File: src/rtl/vram_pkg.sv
// Shared types and defaults for the VRAM arbiter and its read-return pipeline.
package vram_pkg;

    localparam int VRAM_ADDR_W = 16;
    localparam int VRAM_DATA_W = 16;

    // Which requester a read response belongs to
    typedef enum logic {
        OWN_VGA = 1'b0,
        OWN_CPU = 1'b1
    } owner_e;

    // Read-return tag carried alongside each RAM read
    typedef struct packed {
        logic   valid;
        owner_e owner;
    } rd_tag_t;

    localparam rd_tag_t TAG_NONE = '{valid: 1'b0, owner: OWN_VGA};

    // Build a valid tag for a read issued on behalf of the given owner
    function automatic rd_tag_t make_rd_tag(input owner_e owner);
        rd_tag_t tag;
        tag.valid = 1'b1;
        tag.owner = owner;
        return tag;
    endfunction

endpackage

File: src/rtl/vram_rd_pipe.sv
// Read-return pipeline: delays the read tag by two cycles so that it lines up
// with mem_rdata, then registers the data into the owning requester's port.
module vram_rd_pipe
    import vram_pkg::*;
#(
    parameter int DATA_W = VRAM_DATA_W
)
(
    input  logic              clock,
    input  logic              reset,
    input  rd_tag_t           tag_p0,
    input  logic [DATA_W-1:0] mem_rdata,
    output logic              vga_rvalid,
    output logic [DATA_W-1:0] vga_rdata,
    output logic              cpu_rvalid,
    output logic [DATA_W-1:0] cpu_rdata
);

    rd_tag_t tag_p1;
    rd_tag_t tag_p2;

    // grant -> command cycle (p1) -> RAM data cycle (p2); reset drops in-flight reads
    always_ff @(posedge clock or posedge reset) begin
        if (reset) begin
            tag_p1 <= TAG_NONE;
            tag_p2 <= TAG_NONE;
        end else begin
            tag_p1 <= tag_p0;
            tag_p2 <= tag_p1;
        end
    end

    // p2 -> output: steer RAM data to its owner; the other side keeps its last word
    always_ff @(posedge clock or posedge reset) begin
        if (reset) begin
            vga_rvalid <= 1'b0;
            cpu_rvalid <= 1'b0;
            vga_rdata  <= '0;
            cpu_rdata  <= '0;
        end else begin
            vga_rvalid <= tag_p2.valid && (tag_p2.owner == OWN_VGA);
            cpu_rvalid <= tag_p2.valid && (tag_p2.owner == OWN_CPU);
            if (tag_p2.valid && (tag_p2.owner == OWN_VGA)) begin
                vga_rdata <= mem_rdata;
            end
            if (tag_p2.valid && (tag_p2.owner == OWN_CPU)) begin
                cpu_rdata <= mem_rdata;
            end
        end
    end

endmodule

File: src/rtl/vram_arbiter.sv
// Single-port VRAM arbiter between the VGA scan-out fetcher (read-only, high
// priority) and the CPU load/store path. One access per cycle, reads return
// to their owner three cycles after grant.
// Optional macro VRAM_ARB_STARVE_GUARD_EN: force-grants the CPU after MAX_WAIT
// consecutive denied request cycles; without it VGA has strict priority.
module vram_arbiter
    import vram_pkg::*;
#(
    parameter int ADDR_W   = VRAM_ADDR_W,
    parameter int DATA_W   = VRAM_DATA_W,
    parameter int MAX_WAIT = 8
)
(
    input  logic              clock,
    input  logic              reset,
    input  logic              vga_req,
    input  logic [ADDR_W-1:0] vga_addr,
    output logic              vga_gnt,
    output logic              vga_rvalid,
    output logic [DATA_W-1:0] vga_rdata,
    input  logic              cpu_req,
    input  logic              cpu_we,
    input  logic [ADDR_W-1:0] cpu_addr,
    input  logic [DATA_W-1:0] cpu_wdata,
    output logic              cpu_gnt,
    output logic              cpu_rvalid,
    output logic [DATA_W-1:0] cpu_rdata,
    output logic              mem_en,
    output logic              mem_we,
    output logic [ADDR_W-1:0] mem_addr,
    output logic [DATA_W-1:0] mem_wdata,
    input  logic [DATA_W-1:0] mem_rdata
);

    logic    starve_fire;
    rd_tag_t tag_p0;

    if (MAX_WAIT < 1 || MAX_WAIT > 255) begin : g_max_wait_check
        $error("vram_arbiter: MAX_WAIT must lie in 1..255");
    end

`ifdef VRAM_ARB_STARVE_GUARD_EN
    logic [7:0] wait_cnt;

    // Count consecutive cycles in which the CPU asks but is refused
    always_ff @(posedge clock or posedge reset) begin
        if (reset) begin
            wait_cnt <= 8'd0;
        end else if (cpu_gnt || !cpu_req) begin
            wait_cnt <= 8'd0;
        end else begin
            wait_cnt <= wait_cnt + 8'd1;
        end
    end

    assign starve_fire = (wait_cnt == 8'(MAX_WAIT));
`else
    assign starve_fire = 1'b0;
`endif

    // Grant decision: VGA first unless the starvation guard has fired
    always_comb begin
        vga_gnt = 1'b0;
        cpu_gnt = 1'b0;
        if (!reset) begin
            cpu_gnt = cpu_req && (!vga_req || starve_fire);
            vga_gnt = vga_req && !cpu_gnt;
        end
    end

    // Grant cycle (p0): tag every granted read with its owner; writes carry none
    always_comb begin
        tag_p0 = TAG_NONE;
        if (vga_gnt) begin
            tag_p0 = make_rd_tag(OWN_VGA);
        end else if (cpu_gnt && !cpu_we) begin
            tag_p0 = make_rd_tag(OWN_CPU);
        end
    end

    // p0 -> command cycle: present the granted access to the RAM port
    always_ff @(posedge clock or posedge reset) begin
        if (reset) begin
            mem_en    <= 1'b0;
            mem_we    <= 1'b0;
            mem_addr  <= '0;
            mem_wdata <= '0;
        end else if (cpu_gnt) begin
            mem_en    <= 1'b1;
            mem_we    <= cpu_we;
            mem_addr  <= cpu_addr;
            mem_wdata <= cpu_wdata;
        end else if (vga_gnt) begin
            mem_en    <= 1'b1;
            mem_we    <= 1'b0;
            mem_addr  <= vga_addr;
        end else begin
            mem_en    <= 1'b0;
            mem_we    <= 1'b0;
        end
    end

    vram_rd_pipe #(
        .DATA_W (DATA_W)
    ) u_rd_pipe (
        .clock      (clock),
        .reset      (reset),
        .tag_p0     (tag_p0),
        .mem_rdata  (mem_rdata),
        .vga_rvalid (vga_rvalid),
        .vga_rdata  (vga_rdata),
        .cpu_rvalid (cpu_rvalid),
        .cpu_rdata  (cpu_rdata)
    );

endmodule
File: config.mk
export PLATFORM = sky130hd
export DESIGN_NAME = vram_arbiter
export DESIGN_NICKNAME = d
export VERILOG_FILES = /design/src/rtl/vram_pkg.sv /design/src/rtl/vram_rd_pipe.sv /design/src/rtl/vram_arbiter.sv
export SDC_FILE = /design/constraint.sdc
export NUM_CORES = 1
export LEC_CHECK = 0
export ABC_AREA = 1
export CORE_MARGIN = 2
export CORE_UTILIZATION = 41
export CTS_CLUSTER_SIZE = 16
export DETAILED_ROUTE_END_ITERATION = 10
export GPL_TIMING_DRIVEN = 0
export PLACE_DENSITY = 0.83
export SETUP_SLACK_MARGIN = 0.2
export SLEW_MARGIN = 30
export SYNTH_ARGS = -nofsm -noshare
export SYNTH_HDL_FRONTEND = slang
export SYNTH_SLANG_ARGS = --single-unit
File: constraint.sdc
create_clock -name clock -period 1.8 [get_ports clock]
set_clock_uncertainty 0.2 [all_clocks]
set_input_delay 0.18 -clock clock [delete_from_list [all_inputs] [get_ports clock]]
set_output_delay 0.18 -clock clock [all_outputs]
set_load 0.02 [all_outputs]
======== Word level (Yosys, flattened, before mapping) ========
Index checks and enable logic that the tools add are counted.
storage, ports and cells
  flip-flop bits (word level) ............. 72
  output and inout bits ................... 70
  input port bits ......................... 69
  word-level logic and storage cells ...... 31
operators by class
  mux-type cells .......................... 9
  bitwise logic cells ..................... 1
  reduce and logical (&&, ||, !) cells .... 9
operator list
  operator            count
  two-way mux 16 bit  2
  logical AND 1 bit   5
  two-way mux 1 bit   5
  two-way mux 2 bit   2
  logical NOT 1 bit   3
  nonzero test 2 bit  1
  NOT 1 bit           1

======== Longest topological paths before layout ========
  depth in word-level cells ............... 7
  gate-level depth with buffers ........... 7
  gate-level depth less buffers ........... 5

======== Hierarchy ========
From an unflattened synthesis, not the netlist that was laid out.
second synthesis, totals
  cells, all modules ...................... 366
  area, all modules ....................... 3,195.6 sq um
modules (own cells, without submodules)
  module        sequential area each (sq um)  area each (sq um)  cells an instance  instances
  vram_arbiter  850.8                         1,714.1            217                1
  vram_rd_pipe  950.9                         1,481.4            149                1

======== Worst setup path after synthesis ========
No wires, ideal clock.
  kind .................................... input port to output port
  start point ............................. input reset
  end point ............................... output vga_gnt
  stages .................................. 4
  required time ........................... 1,420 ps
  data arrival time ....................... 1,032 ps
  path slack .............................. 388 ps
  path buffers ............................ 1
  path through ............................ inv_4 buf_6 nand2_1 inv_1
between the ends
  word-level cells in the longest chain between the ends .. 1
RTL lines
  item               line                source
  start, declared    vram_arbiter.sv:15  input logic reset,
  two-way mux 1 bit  vram_arbiter.sv:65  if (!reset) begin
  end, declared      vram_arbiter.sv:18  output logic vga_gnt,
No other way between the ends.

======== Worst setup path in the final report ========
  start point ............................. input reset
  end point ............................... output cpu_gnt
between the ends
  word-level cells in the longest chain between the ends .. 1
RTL lines
  item               line                source
  two-way mux 1 bit  vram_arbiter.sv:65
  end, declared      vram_arbiter.sv:25  output logic cpu_gnt,
No other way between the ends.

==> results_dict.tcl <==
set metrics [dict create \
    synth_fa_ha_area_frac 0 \
    floorplan.die.width_um 90.2 \
    complex_gate_fraction_of_the_synthesized_area 0.0595 \
    layout.cells.most_common_list "sky130_fd_sc_hd__nand2_1 (146), sky130_fd_sc_hd__dfrtp_1 (72), sky130_fd_sc_hd__dlygate4sd2_1 (68)" \
    boundary_pin_count 139 \
    maxCapViolations 0 \
    clock.fmax_ghz 0.655 \
    end_kind "primary output" \
    drt_drc_violations_left 0 \
    timing_max_transition_violations_final 0 \
    insertion_delay_ps 330 \
    setup_viols_final 0 \
    layout_min_cycle_time_ps 1530 \
    largest_family_of_logic_cells_by_synthesized_area "simple AND/OR/NAND/NOR gates" \
    critPathLaunchType "input port" \
    finalWirelength_um 8090 \
    route.vias.total 2827 \
    post_dp_cell_area_um2 4530 \
    cts_num_sinks 72 \
    max-clock-path-buffers 2 \
    power.internal_mw 3.21 \
    detailedPlacementHpwl_um 5920 \
    avgViaCountPerCell 4.70 \
    die_h_um 90.2 \
    grt_pass1_wl_um 13500 \
    cts-buffers-inserted 9 \
    place_congestion 0.796 \
    num_antenna_cells 0 \
    htree_num_levels 3 \
    antenna_found_initial 0 \
    total_switching_power_mw 1.45 \
    tightest_pin_transition_ps 459 \
    clock_pin_slew_worst_setup_and_hold_paths_ps 70 \
    layout_worst_path_cycle_share 0.848 \
    final_core_util 0.655 \
    design.die.area_um2 8140 \
    core_area_um2 7210 \
    ir_worst_vdd_uv 418 \
    route.detailed.wl_per_inst_um 13.5 \
    drtAntennaViolNets 0 \
    setup.worst_path.class "input port to primary output" \
    placement.io_buffers 136 \
    tritoncts "yes" \
    mostFrequentLayoutCell "sky130_fd_sc_hd__nand2_1" \
    p_leak_nw 2.56 \
    seq_power_share 0.433 \
    ff2ff_setup_slack_ps 360 \
    synthesis.area_um2 3050 \
    grt_max_degree 42 \
    power.density_cell_area_nw_per_um2 987 \
    finalNetCount 566 \
    final_layout_size_suffix_gt1_frac 0.0797 \
    layout-area-overhead-vs-synth_pct 54.9 \
    clock-root-buffer "sky130_fd_sc_hd__clkbuf_8" \
    sw_frac_of_total 0.311 \
    postSynthAreaPerCell_um2 8.78 \
    yosys.area_share.xor_xnor 0 \
    failed_checks "hold timing" \
    grt-ovfl-total 0 \
    design_area_um2 4720 \
    synth.ff_latch_count 72 \
    groute.usage.overall 0.208 \
    final-hold-violation-count 32 \
    gate_count_post_synth 347 \
    worst_hold_path_type "input port to asynchronous set/reset pin" \
    worst_ep_arrival_time_ps 1150 \
    critPathMaxFanout 10 \
    drt_first_iter_violations 100 \
    yosysWarningCount 0 \
    synth_cell_types 18 \
    placementRows 31 \
    status "finished with violations" \
    power_frac_comb 0.276 \
    cp_data_required_time_ps 1420 \
    fin_worst_hold_slack_ps -146 \
    clock_power_share 0.291 \
    synthSimpleGateAreaFrac 0.250 \
    relSlewSlack 0.694 \
    grt_pass1_vias 2838 \
    drt_pass1_iterations 4 \
    grt_setup_unrepaired "false" \
    p_total_mw 4.66 \
    floorplan.initialDensity 0.422 \
    postSynthNetCount 416 \
    synth.area.mux_share 0 \
    ys_seq_area_frac 0.591 \
]
## per-stage QoR
stage	hold WS [ps]	std cells	setup TNS (ps)	setup slack, ps
floorplan	46.4	347	0	388
global placement	134	582	-4170	-935
detailed placement	140	582	-4700	-970
CTS	-162	601	0	165
global route	-154	601	0	227
finish	-146	601	0	274
## cell usage after synthesis (all sizes together)
master | number | area share
buf | 15 | 0.044
nand2 | 147 | 0.19
nor2 | 3 | 0.0090
clkbuf | 3 | 0.0037
dfrtp | 72 | 0.59
o21ai | 34 | 0.060
nand3 | 32 | 0.053
or2 | 1 | 0.0021
inv | 40 | 0.052
## layer usage
metal,wire (µm),vias up,share of wire,track usage
li1,-,1365,-,-
met4,60,0,0.0074,0.0590
met3,593,6,0.073,0.0671
met5,0,-,0,0
met2,4170,128,0.52,0.366
met1,3270,1328,0.40,0.244
## worst paths after layout
path,start,end,cells after the start
min reg2reg,u_rd_pipe.tag_p1[0],u_rd_pipe.tag_p2[0],0
min in group clock,vga_req,mem_addr[8],5
min,reset,u_rd_pipe.cpu_rdata[15],3
max reg2reg,u_rd_pipe.tag_p2[0],u_rd_pipe.vga_rdata[4],5
max in group asynchronous,reset,u_rd_pipe.vga_rdata[1],4
max,reset,cpu_gnt,6
## power by group through the flow
stage,logic (mW),registers [mW],clock network (mW)
2_1_floorplan,0.345,2.37,0
3_3_place_gp,1.43,2.05,0
3_5_place_dp,1.47,2.06,0
4_1_cts,1.30,2.02,1.39
5_1_grt,1.39,2.05,1.46
6_report,1.29,2.02,1.36
## worst max-delay path: stages
cell and delay, ps:
sky130_fd_sc_hd__clkdlybuf4s15_2 250, sky130_fd_sc_hd__nor2_8 140, sky130_fd_sc_hd__nand2_8 90, sky130_fd_sc_hd__inv_6 100, sky130_fd_sc_hd__buf_8 120, sky130_fd_sc_hd__clkdlybuf4s15_2 260
## sequential cells by signal (all words and copies together), names as in the netlist
| register | flops |
|---|---|
| mem_en | 1 |
| u_rd_pipe.vga_rvalid | 1 |
| mem_addr | 16 |
| u_rd_pipe.vga_rdata | 16 |
| mem_we | 1 |
| u_rd_pipe.tag_p2 | 2 |
| mem_wdata | 16 |
| u_rd_pipe.cpu_rdata | 16 |
| u_rd_pipe.cpu_rvalid | 1 |
| u_rd_pipe.tag_p1 | 2 |
## layout make-up
type	count	area [µm²]
Inverter	40	158
Timing Repair Buffer	139	1320
Clock inverter	5	81.3
Buffer	18	161
Tap cell	99	124
Multi-Input combinational cell	217	943
Sequential cell	72	1800
Fill cell	624	2490
Clock buffer	11	131
## logic make-up after synthesis
group | after synthesis
buffers and inverters | 58
DFF | 72
AOI/OAI and AO/OA | 34
and+or+nand+nor | 183
## what timing repair did
action                     in CTS  in global routing
hold endpoints to repair       32                 32
resized for setup              78                  2
setup endpoints to repair      79                  1
pin swaps                       1                  0
buffers inserted                2                  0
cloned                          1                  0
No activity file was read; power rests on OpenSTA's default activity.
